<file path="src/rtl/bfu_inv_pkg.sv">
// Shared FFT constants, the complex sample type and the fixed-point helpers
// used by both the forward and the inverse butterfly.
package fft_consts;

    localparam int DW        = 16;
    localparam int FRAC_BITS = 15;

    // Width of the widest intermediate: the sum of two full-precision products.
    localparam int WW = 2 * DW + 2;

    localparam logic signed [WW-1:0] SAT_MAX = WW'(2 ** (DW - 1) - 1);
    localparam logic signed [WW-1:0] SAT_MIN = WW'(-(2 ** (DW - 1)));

    typedef struct packed {
        logic signed [DW-1:0] r;
        logic signed [DW-1:0] i;
    } complex_t;

    // Round half up, then divide by 2^sh (floor via arithmetic shift).
    function automatic logic signed [WW-1:0] round_shift(input logic signed [WW-1:0] x,
                                                         input int unsigned           sh);
        logic signed [WW-1:0] half;
        half = WW'(1) << (sh - 1);
        return (x + half) >>> sh;
    endfunction

    // Clamp a wide intermediate into the DW-bit component range.
    function automatic logic signed [DW-1:0] sat_dw(input logic signed [WW-1:0] x);
        if (x > SAT_MAX) return SAT_MAX[DW-1:0];
        if (x < SAT_MIN) return SAT_MIN[DW-1:0];
        return x[DW-1:0];
    endfunction

endpackage

</file>
<file path="src/rtl/bfu_inv_if.sv">
// Operand/result handshake bundle of the inverse butterfly.
interface bfu_inv_if;

    logic                 in_valid;
    logic                 in_ready;
    fft_consts::complex_t A_in;
    fft_consts::complex_t B_in;
    fft_consts::complex_t W_in;
    logic                 out_valid;
    logic                 out_ready;
    fft_consts::complex_t A_out;
    fft_consts::complex_t B_out;

    // Producer of operands / consumer of results.
    modport master (
        output in_valid, A_in, B_in, W_in, out_ready,
        input  in_ready, out_valid, A_out, B_out
    );

    // The butterfly itself.
    modport slave (
        input  in_valid, A_in, B_in, W_in, out_ready,
        output in_ready, out_valid, A_out, B_out
    );

endinterface

</file>
<file path="src/rtl/pipe_stage_ctl.sv">
// Valid/ready bookkeeping for one pipeline stage: holds the stage valid bit
// and tells the stage's data registers when to capture.
module pipe_stage_ctl (
    input  logic clk,
    input  logic rst,
    input  logic up_valid_i,
    input  logic dn_ready_i,
    output logic valid_o,
    output logic ready_o,
    output logic load_o
);

    logic v_q;
    logic v_d;

    // An empty stage can always take something, so bubbles collapse.
    assign ready_o = ~v_q | dn_ready_i;
    // NOTE: data registers only capture real operands; a loaded bubble leaves
    // them untouched because nothing downstream looks at them while v_q=0.
    assign load_o  = ready_o & up_valid_i;
    assign valid_o = v_q;

    // Next valid: refill from upstream when ready, otherwise hold.
    always_comb begin
        v_d = v_q;
        if (ready_o) v_d = up_valid_i;
    end

    // Stage valid register.
    always_ff @(posedge clk or negedge rst) begin
        // NOTE: non-blocking so every stage samples its neighbour's old state.
        if (!rst) v_q <= 1'b0;
        else      v_q <= v_d;
    end

endmodule

</file>
<file path="src/rtl/bfu_inv.sv">
// Inverse (Gentleman-Sande) radix-2 butterfly, 3-stage valid/ready pipeline:
//   A' = (A+B)/2,  B' = (A-B)*conj(W)/2  on Q1.15 complex samples.
module bfu_inv
    import fft_consts::*;
#(
    parameter int DW        = fft_consts::DW,
    parameter int FRAC_BITS = fft_consts::FRAC_BITS
) (
    input logic      clk,
    input logic      rst,
    bfu_inv_if.slave bus
);

    localparam int PW = 2 * DW + 1;  // one product
    localparam int XW = 2 * DW + 2;  // sum of two products

    logic v1, v2, v3;
    logic rdy1, rdy2, rdy3;
    logic ld1, ld2, ld3;

    pipe_stage_ctl u_ctl_s1 (.clk, .rst, .up_valid_i(bus.in_valid), .dn_ready_i(rdy2),
                             .valid_o(v1), .ready_o(rdy1), .load_o(ld1));
    pipe_stage_ctl u_ctl_s2 (.clk, .rst, .up_valid_i(v1), .dn_ready_i(rdy3),
                             .valid_o(v2), .ready_o(rdy2), .load_o(ld2));
    pipe_stage_ctl u_ctl_s3 (.clk, .rst, .up_valid_i(v2), .dn_ready_i(bus.out_ready),
                             .valid_o(v3), .ready_o(rdy3), .load_o(ld3));

    assign bus.in_ready  = rdy1;
    assign bus.out_valid = v3;

    // ---------------- S1: sum / difference at full precision ----------------
    logic signed [DW:0] s1_r_d, s1_i_d, d1_r_d, d1_i_d;
    logic signed [DW:0] s1_r_q, s1_i_q, d1_r_q, d1_i_q;
    complex_t           w1_q;

    // Sign-extend before adding so the carry bit is kept.
    always_comb begin
        s1_r_d = (DW + 1)'(bus.A_in.r) + (DW + 1)'(bus.B_in.r);
        s1_i_d = (DW + 1)'(bus.A_in.i) + (DW + 1)'(bus.B_in.i);
        d1_r_d = (DW + 1)'(bus.A_in.r) - (DW + 1)'(bus.B_in.r);
        d1_i_d = (DW + 1)'(bus.A_in.i) - (DW + 1)'(bus.B_in.i);
    end

    // Stage 1 registers: S, D and the twiddle travelling alongside.
    always_ff @(posedge clk or negedge rst) begin
        // NOTE: datapath registers are cleared too, so outputs read (0,0) in reset.
        if (!rst) begin
            s1_r_q <= '0;
            s1_i_q <= '0;
            d1_r_q <= '0;
            d1_i_q <= '0;
            w1_q   <= '0;
        end else if (ld1) begin
            s1_r_q <= s1_r_d;
            s1_i_q <= s1_i_d;
            d1_r_q <= d1_r_d;
            d1_i_q <= d1_i_d;
            w1_q   <= bus.W_in;
        end
    end

    // ---------------- S2: the four partial products ----------------
    logic signed [PW-1:0] p_rr_d, p_ii_d, p_ir_d, p_ri_d;
    logic signed [PW-1:0] p_rr_q, p_ii_q, p_ir_q, p_ri_q;
    logic signed [DW:0]   s2_r_q, s2_i_q;

    // Products of D with the raw twiddle; the conjugate is folded into S3 signs.
    always_comb begin
        p_rr_d = PW'(d1_r_q) * PW'(w1_q.r);
        p_ii_d = PW'(d1_i_q) * PW'(w1_q.i);
        p_ir_d = PW'(d1_i_q) * PW'(w1_q.r);
        p_ri_d = PW'(d1_r_q) * PW'(w1_q.i);
    end

    // Stage 2 registers: products plus the delayed sum.
    always_ff @(posedge clk or negedge rst) begin
        if (!rst) begin
            p_rr_q <= '0;
            p_ii_q <= '0;
            p_ir_q <= '0;
            p_ri_q <= '0;
            s2_r_q <= '0;
            s2_i_q <= '0;
        end else if (ld2) begin
            p_rr_q <= p_rr_d;
            p_ii_q <= p_ii_d;
            p_ir_q <= p_ir_d;
            p_ri_q <= p_ri_d;
            s2_r_q <= s1_r_q;
            s2_i_q <= s1_i_q;
        end
    end

    // ---------------- S3: combine, halve with rounding, saturate ----------------
    logic signed [XW-1:0] re_d, im_d;
    complex_t             a_d, b_d;
    complex_t             a_q, b_q;

    // (Dr + jDi)(Wr - jWi): re = DrWr + DiWi, im = DiWr - DrWi.
    always_comb begin
        re_d  = XW'(p_rr_q) + XW'(p_ii_q);
        im_d  = XW'(p_ir_q) - XW'(p_ri_q);
        b_d.r = sat_dw(round_shift(re_d, FRAC_BITS + 1));
        b_d.i = sat_dw(round_shift(im_d, FRAC_BITS + 1));
        a_d.r = sat_dw(round_shift(XW'(s2_r_q), 1));
        a_d.i = sat_dw(round_shift(XW'(s2_i_q), 1));
    end

    // Output registers; they hold while the consumer stalls.
    always_ff @(posedge clk or negedge rst) begin
        if (!rst) begin
            a_q <= '0;
            b_q <= '0;
        end else if (ld3) begin
            a_q <= a_d;
            b_q <= b_d;
        end
    end

    assign bus.A_out = a_q;
    assign bus.B_out = b_q;

endmodule

</file>
<file path="src/flat_wrapper.sv">
// flat-port wrapper written by rule: the top's interface ports become plain ports
module bfu_inv_flat import fft_consts::*;
#(
    parameter int DW        = fft_consts::DW,
    parameter int FRAC_BITS = fft_consts::FRAC_BITS
)
  (clk, rst, bus_in_valid, bus_A_in, bus_B_in, bus_W_in, bus_out_ready, bus_in_ready, bus_out_valid, bus_A_out, bus_B_out);
  bfu_inv_if bus_i ();
  input logic clk;
  input logic rst;
  input wire logic [$bits(bus_i.in_valid)-1:0] bus_in_valid;
  input wire logic [$bits(bus_i.A_in)-1:0] bus_A_in;
  input wire logic [$bits(bus_i.B_in)-1:0] bus_B_in;
  input wire logic [$bits(bus_i.W_in)-1:0] bus_W_in;
  input wire logic [$bits(bus_i.out_ready)-1:0] bus_out_ready;
  output wire logic [$bits(bus_i.in_ready)-1:0] bus_in_ready;
  output wire logic [$bits(bus_i.out_valid)-1:0] bus_out_valid;
  output wire logic [$bits(bus_i.A_out)-1:0] bus_A_out;
  output wire logic [$bits(bus_i.B_out)-1:0] bus_B_out;
  assign bus_i.in_valid = bus_in_valid;
  assign bus_i.A_in = bus_A_in;
  assign bus_i.B_in = bus_B_in;
  assign bus_i.W_in = bus_W_in;
  assign bus_i.out_ready = bus_out_ready;
  assign bus_in_ready = bus_i.in_ready;
  assign bus_out_valid = bus_i.out_valid;
  assign bus_A_out = bus_i.A_out;
  assign bus_B_out = bus_i.B_out;
  bfu_inv #(.DW(DW), .FRAC_BITS(FRAC_BITS)) u_core (.clk(clk), .rst(rst), .bus(bus_i));
endmodule
</file>
<file path="config.mk">
export PLATFORM = sky130hd
export DESIGN_NAME = bfu_inv_flat
export DESIGN_NICKNAME = d
export VERILOG_FILES = /design/src/rtl/bfu_inv_pkg.sv /design/src/rtl/bfu_inv_if.sv /design/src/rtl/pipe_stage_ctl.sv /design/src/rtl/bfu_inv.sv /design/src/flat_wrapper.sv
export SDC_FILE = /design/constraint.sdc
export NUM_CORES = 2
export LEC_CHECK = 0
export BUFFER_PORTS_ARGS = -buffer_cell sky130_fd_sc_hd__buf_4
export CAP_MARGIN = 20
export CORE_MARGIN = 2
export CORE_UTILIZATION = 66
export CTS_CLUSTER_SIZE = 20
export DETAILED_ROUTE_END_ITERATION = 8
export GPL_TIMING_DRIVEN = 0
export PLACE_DENSITY = 0.84
export SLEW_MARGIN = 20
export SYNTH_ARGS = -nofsm -noshare
export SYNTH_HDL_FRONTEND = slang
export SYNTH_HIERARCHICAL = 1
export SYNTH_SLANG_ARGS = --single-unit
</file>
<file path="constraint.sdc">
create_clock -name clk -period 8.2 [get_ports clk]
set_input_delay 0.41 -clock clk [delete_from_list [all_inputs] [get_ports clk]]
set_output_delay 0.41 -clock clk [all_outputs]
set_load 0.05 [all_outputs]
</file>
==> results.sh <==
export IMPL_post_synth_main_area_contributors="sky130_fd_sc_hd__fa_1, sky130_fd_sc_hd__dfrtp_1, sky130_fd_sc_hd__ha_1"
export IMPL_initial_standard_cell_utilization_of_the_core_pct=66.6
export IMPL_worstSkewPairLatency_ns=0.61
export IMPL_routed_via_density=6.05
export IMPL_critical_path_peak_fanout=10
export IMPL_cts_path_max_buffers=3
export IMPL_ioPinCount=166
export IMPL_cp_start_kind="register"
export IMPL_cts_htree_levels=2
export IMPL_worst_slew_pin_slew_ns=1.24
export IMPL_ys_warn_count=6
export IMPL_hold_viol_final=0
export IMPL_share_of_final_layout_standard_cells_stronger_than_drive_strength_1_pct=8.02
export IMPL_firstDrtPassIters=6
export IMPL_ant_nets=0
export IMPL_clock_root_buffer="sky130_fd_sc_hd__clkbuf_16"
export IMPL_pin_count_of_the_biggest_net_entering_global_routing=97
export IMPL_post_synth_fa_ha_maj_area_fraction_pct=47.9
export IMPL_min_to="u_core/w1_q[31]"
export IMPL_cp_slowest_cell="sky130_fd_sc_hd__clkbuf_1"
export IMPL_violations_in_the_final_reports="setup timing"
export IMPL_place_port_buffers=165
export IMPL_number_of_antenna_violations_at_the_first_check_in_global_routing=23
export IMPL_timing_final_crit_share_pct=103
export IMPL_r2r_start="u_core/d1_r_q[8]"
export IMPL_routed_wire_length_per_instance_um=25.6
export IMPL_core_area_um2=90100
export IMPL_met2_wirelength_um=82900
export IMPL_syn_area_um2=60000
export IMPL_critical_path_reg2reg_endpoint="u_core/p_rr_q[29]"
export IMPL_numCtsBuffers=39
export IMPL_finalWirelength_um=200000
export IMPL_status="finished, violations left"
export IMPL_clock_skew_ns=0.0441
export IMPL_post_synth_top_area_cell="sky130_fd_sc_hd__fa_1"
export IMPL_mean_instance_size_in_the_synthesized_netlist_um2=9.43
export IMPL_post_route_drc_count=0
export IMPL_synth_cells=6365
export IMPL_worstSetupPathType="register to register"
export IMPL_worstPathRequired_ns=8.74
export IMPL_max_stage_delay_ns=0.85
export IMPL_synth_edf_count=0
export IMPL_mappedNetlistNets=8101
export IMPL_worst_hold_slack_ns=0.0205
export IMPL_cts_repair_timing_setup_buffer_count=0
export IMPL_yosys_mux_area_fraction_pct=2.93
export IMPL_grt_ovfl_total=0
export IMPL_critPathArrivalTime_ns=8.97
export IMPL_dr_wl_met3_um=25400
export IMPL_die_area_um2=93400
export IMPL_net_count_final=8305
export IMPL_synth_async_reset_ratio_pct=100
export IMPL_routed_via_count=47100
export IMPL_drtIter0Drc=4706
export IMPL_depth_of_the_most_critical_reg_to_reg_path=23
export IMPL_final_cell_count_no_fill=7786
export IMPL_core_rowCount=110
export IMPL_worstPathCellList="clkbuf_1 -> and2_1 -> fa_1 -> inv_1 -> fa_1 -> fa_1 -> inv_1 -> fa_1 -> fa_1 -> inv_1 -> fa_1 -> inv_1 -> ha_1 -> nand2_1 -> a21oi_1 -> nor2b_1 -> o31ai_1 -> a311oi_2 -> o21ai_1 -> a21o_1 -> a21oi_1 -> xnor2_2 -> mux2_2"
export IMPL_die_y_um=306
export IMPL_die_width_um=306
export IMPL_global_route_wire_length_before_repair_um=303000
export IMPL_timing_critical_path_mode_cell="sky130_fd_sc_hd__fa_1"
export IMPL_cell_count_of_the_worst_hold_path=3
export IMPL_area_growth_syn_to_layout_pct=7.17
export IMPL_ys_top_cells_by_count="sky130_fd_sc_hd__inv_1, sky130_fd_sc_hd__fa_1, sky130_fd_sc_hd__nand2_1"
export IMPL_highest_clock_rate_mhz=119
export IMPL_grt_pass1_vias=49900
export IMPL_maxSlewViolCount=0
export IMPL_worst_hold_startpoint="bus_W_in[31]"
export IMPL_grtUsageTotal_pct=44.3
export IMPL_ys_types=91
export IMPL_dp_final_hpwl_um=161000
export IMPL_utilization_pct=71.4
export IMPL_synth_compound_gate_area_share_pct=7.79
export IMPL_dominant_synthesized_flop_cell="sky130_fd_sc_hd__dfrtp_1"
export IMPL_top_sig_layer="met5"
export IMPL_end_kind="register"
export IMPL_totalNegativeSetupSlack_ns=-0.370
export IMPL_yosys_area_share_xor_xnor_pct=3.35
export IMPL_layout_setup_ws_ns=-0.229
export IMPL_clock_tree_from_tritoncts="yes"
export IMPL_largest_family_of_logic_cells_by_synthesized_area="adder cells"
export IMPL_synth_seq_cells=331
export IMPL_cts_sink_count=331
export IMPL_seq_area_frac_synth_pct=13.8
export IMPL_dp_cells=7710
export IMPL_layout_filler_cells=6684
export IMPL_clk_pin_slew_ns=0.06
export IMPL_wl_met1_um=71000
export IMPL_timing_max_slew_rel_slack_pct=17.3
export IMPL_synth_largest_type_area_fraction_pct=36.9
export IMPL_timing_max_cap_violations=0
export IMPL_unrepaired_setup_endpoints_after_global_routing="yes"
export IMPL_gp_routability_congestion=1.05
export IMPL_setup_viol=4
export IMPL_hold_path_class="input port to register"
export IMPL_yosys_cell_count_top_type="sky130_fd_sc_hd__inv_1"
export IMPL_final_min_clock_period_ns=8.43
export IMPL_post_synth_and_or_nand_nor_area_fraction_pct=14.1
export IMPL_worst_r2r_setup_slack_ns=-0.23
-- critical path: cells and delay by family (launching register included) --
kind,cells,cell delay [ns]
flops,1,0.74
buf+inv,5,1.11
fa+ha+maj,7,3.29
mux,1,0.28
simple gates,3,0.42
compound gates,6,2.04
xor+xnor,1,0.51
-- timing repair --
action | in CTS | in global routing
pin swaps | 0 | 0
endpoints found under the setup margin | 11 | 11
resized for setup | 14 | 109
hold buffers | 2 | 0
endpoints found under the hold margin | 63 | 0
-- cells by family (layout without fill, tap and decap cells) --
logic type / after synthesis / in the layout
AOI/OAI and AO/OA: 702 / 702
xor gates and xnor gates: 230 / 230
adders and majority gates: 1636 / 1636
buffers and inverters: 1615 / 1848
DFF: 331 / 331
muxes: 157 / 157
other: 0 / 12
and+or+nand+nor: 1694 / 1694
-- how the worst max path moves through the flow --
| stage | startpoint | end | slack (ns) | depth (start not counted) |
|---|---|---|---|---|
| 4_1_cts | u_core/w1_q[4] | u_core/p_ii_q[32] | 0.002 | 20 |
| 5_1_grt | u_core/w1_q[19] | u_core/p_rr_q[30] | -0.03 | 23 |
| 3_5_place_dp | u_core/w1_q[15] | u_core/p_ii_q[32] | -0.90 | 24 |
| 6_report | u_core/d1_r_q[8] | u_core/p_rr_q[29] | -0.23 | 23 |
| 2_1_floorplan | u_core/w1_q[17] | u_core/p_rr_q[30] | 1.76 | 22 |
| 3_3_place_gp | u_core/w1_q[15] | u_core/p_ii_q[32] | -0.72 | 24 |
-- registers in the layout, indices dropped and copies added, names as in the netlist --
name / flops
u_core/bus.A_out: 32
u_core/bus.B_out: 32
u_core/d1_i_q: 16
u_core/d1_r_q: 16
u_core/p_ii_q: 33
u_core/p_ir_q: 33
u_core/p_ri_q: 33
u_core/p_rr_q: 33
u_core/s1_i_q: 17
u_core/s1_r_q: 17
u_core/s2_i_q: 17
u_core/s2_r_q: 17
u_core/u_ctl_s1/valid_o: 1
u_core/u_ctl_s2/valid_o: 1
u_core/u_ctl_s3/valid_o: 1
u_core/w1_q: 32
-- cells in the final DEF (no fill, tap or decap), types with 10 or more instances in the layout --
master	synthesis	layout
sky130_fd_sc_hd__a211o_1	16	16
sky130_fd_sc_hd__a211oi_1	25	25
sky130_fd_sc_hd__a21o_1	83	83
sky130_fd_sc_hd__a21oi_1	205	205
sky130_fd_sc_hd__a21oi_2	12	12
sky130_fd_sc_hd__a31oi_1	24	24
sky130_fd_sc_hd__and2_1	527	527
sky130_fd_sc_hd__and3_1	34	34
sky130_fd_sc_hd__buf_4	0	164
sky130_fd_sc_hd__clkbuf_1	282	212
sky130_fd_sc_hd__clkbuf_16	0	39
sky130_fd_sc_hd__clkbuf_2	0	65
sky130_fd_sc_hd__dfrtp_1	331	328
sky130_fd_sc_hd__diode_2	0	12
sky130_fd_sc_hd__fa_1	1108	1108
sky130_fd_sc_hd__ha_1	528	528
sky130_fd_sc_hd__inv_1	1320	1320
sky130_fd_sc_hd__mux2_2	152	152
sky130_fd_sc_hd__nand2_1	647	647
sky130_fd_sc_hd__nand2b_1	38	38
sky130_fd_sc_hd__nand3_1	56	56
sky130_fd_sc_hd__nand4_1	23	23
sky130_fd_sc_hd__nor2_1	205	205
sky130_fd_sc_hd__nor2b_1	32	32
sky130_fd_sc_hd__nor3_1	51	51
sky130_fd_sc_hd__nor4_1	10	10
sky130_fd_sc_hd__o211ai_1	20	20
sky130_fd_sc_hd__o21a_1	31	31
sky130_fd_sc_hd__o21ai_0	130	129
sky130_fd_sc_hd__o21bai_1	29	29
sky130_fd_sc_hd__o22a_1	15	15
sky130_fd_sc_hd__o31ai_1	14	14
sky130_fd_sc_hd__or2_2	11	11
sky130_fd_sc_hd__or3_1	18	18
sky130_fd_sc_hd__xnor2_1	169	167
sky130_fd_sc_hd__xor2_1	61	60
-- metrics by stage --
| step | area, um2 | setup WS [ns] |
|---|---|---|
| CTS | 64300 | 0.00203 |
| global placement | 62800 | -0.721 |
| finish | 64400 | -0.229 |
| detailed placement | 62900 | -0.899 |
| floorplan | 60000 | 1.76 |
| global route | 64300 | -0.0270 |
-- per-layer routing --
layer	global-route usage [%]	vias to the layer above
met2	64.3	2788
met1	54.6	23600
met5	0	-
met4	34.4	18
met3	15.1	748
li1	-	20000
-- final cells by class --
cell class              instances  area, um2  share of cell area [%]
multi-input cells            4419      45700                    71.0
repair buffers                172       1370                    2.12
well taps                    1176       1470                    2.29
clock inverters                21        300                   0.467
clock buffers                  49       1050                    1.64
diodes                         12       30.0                  0.0467
inverters                    1320       4950                    7.70
plain buffers                 286       1190                    1.85
flip-flops and latches        331       8290                    12.9
Power is not shown: default switching activity piles up to over one toggle a cycle in this logic, so the estimate is an artifact.
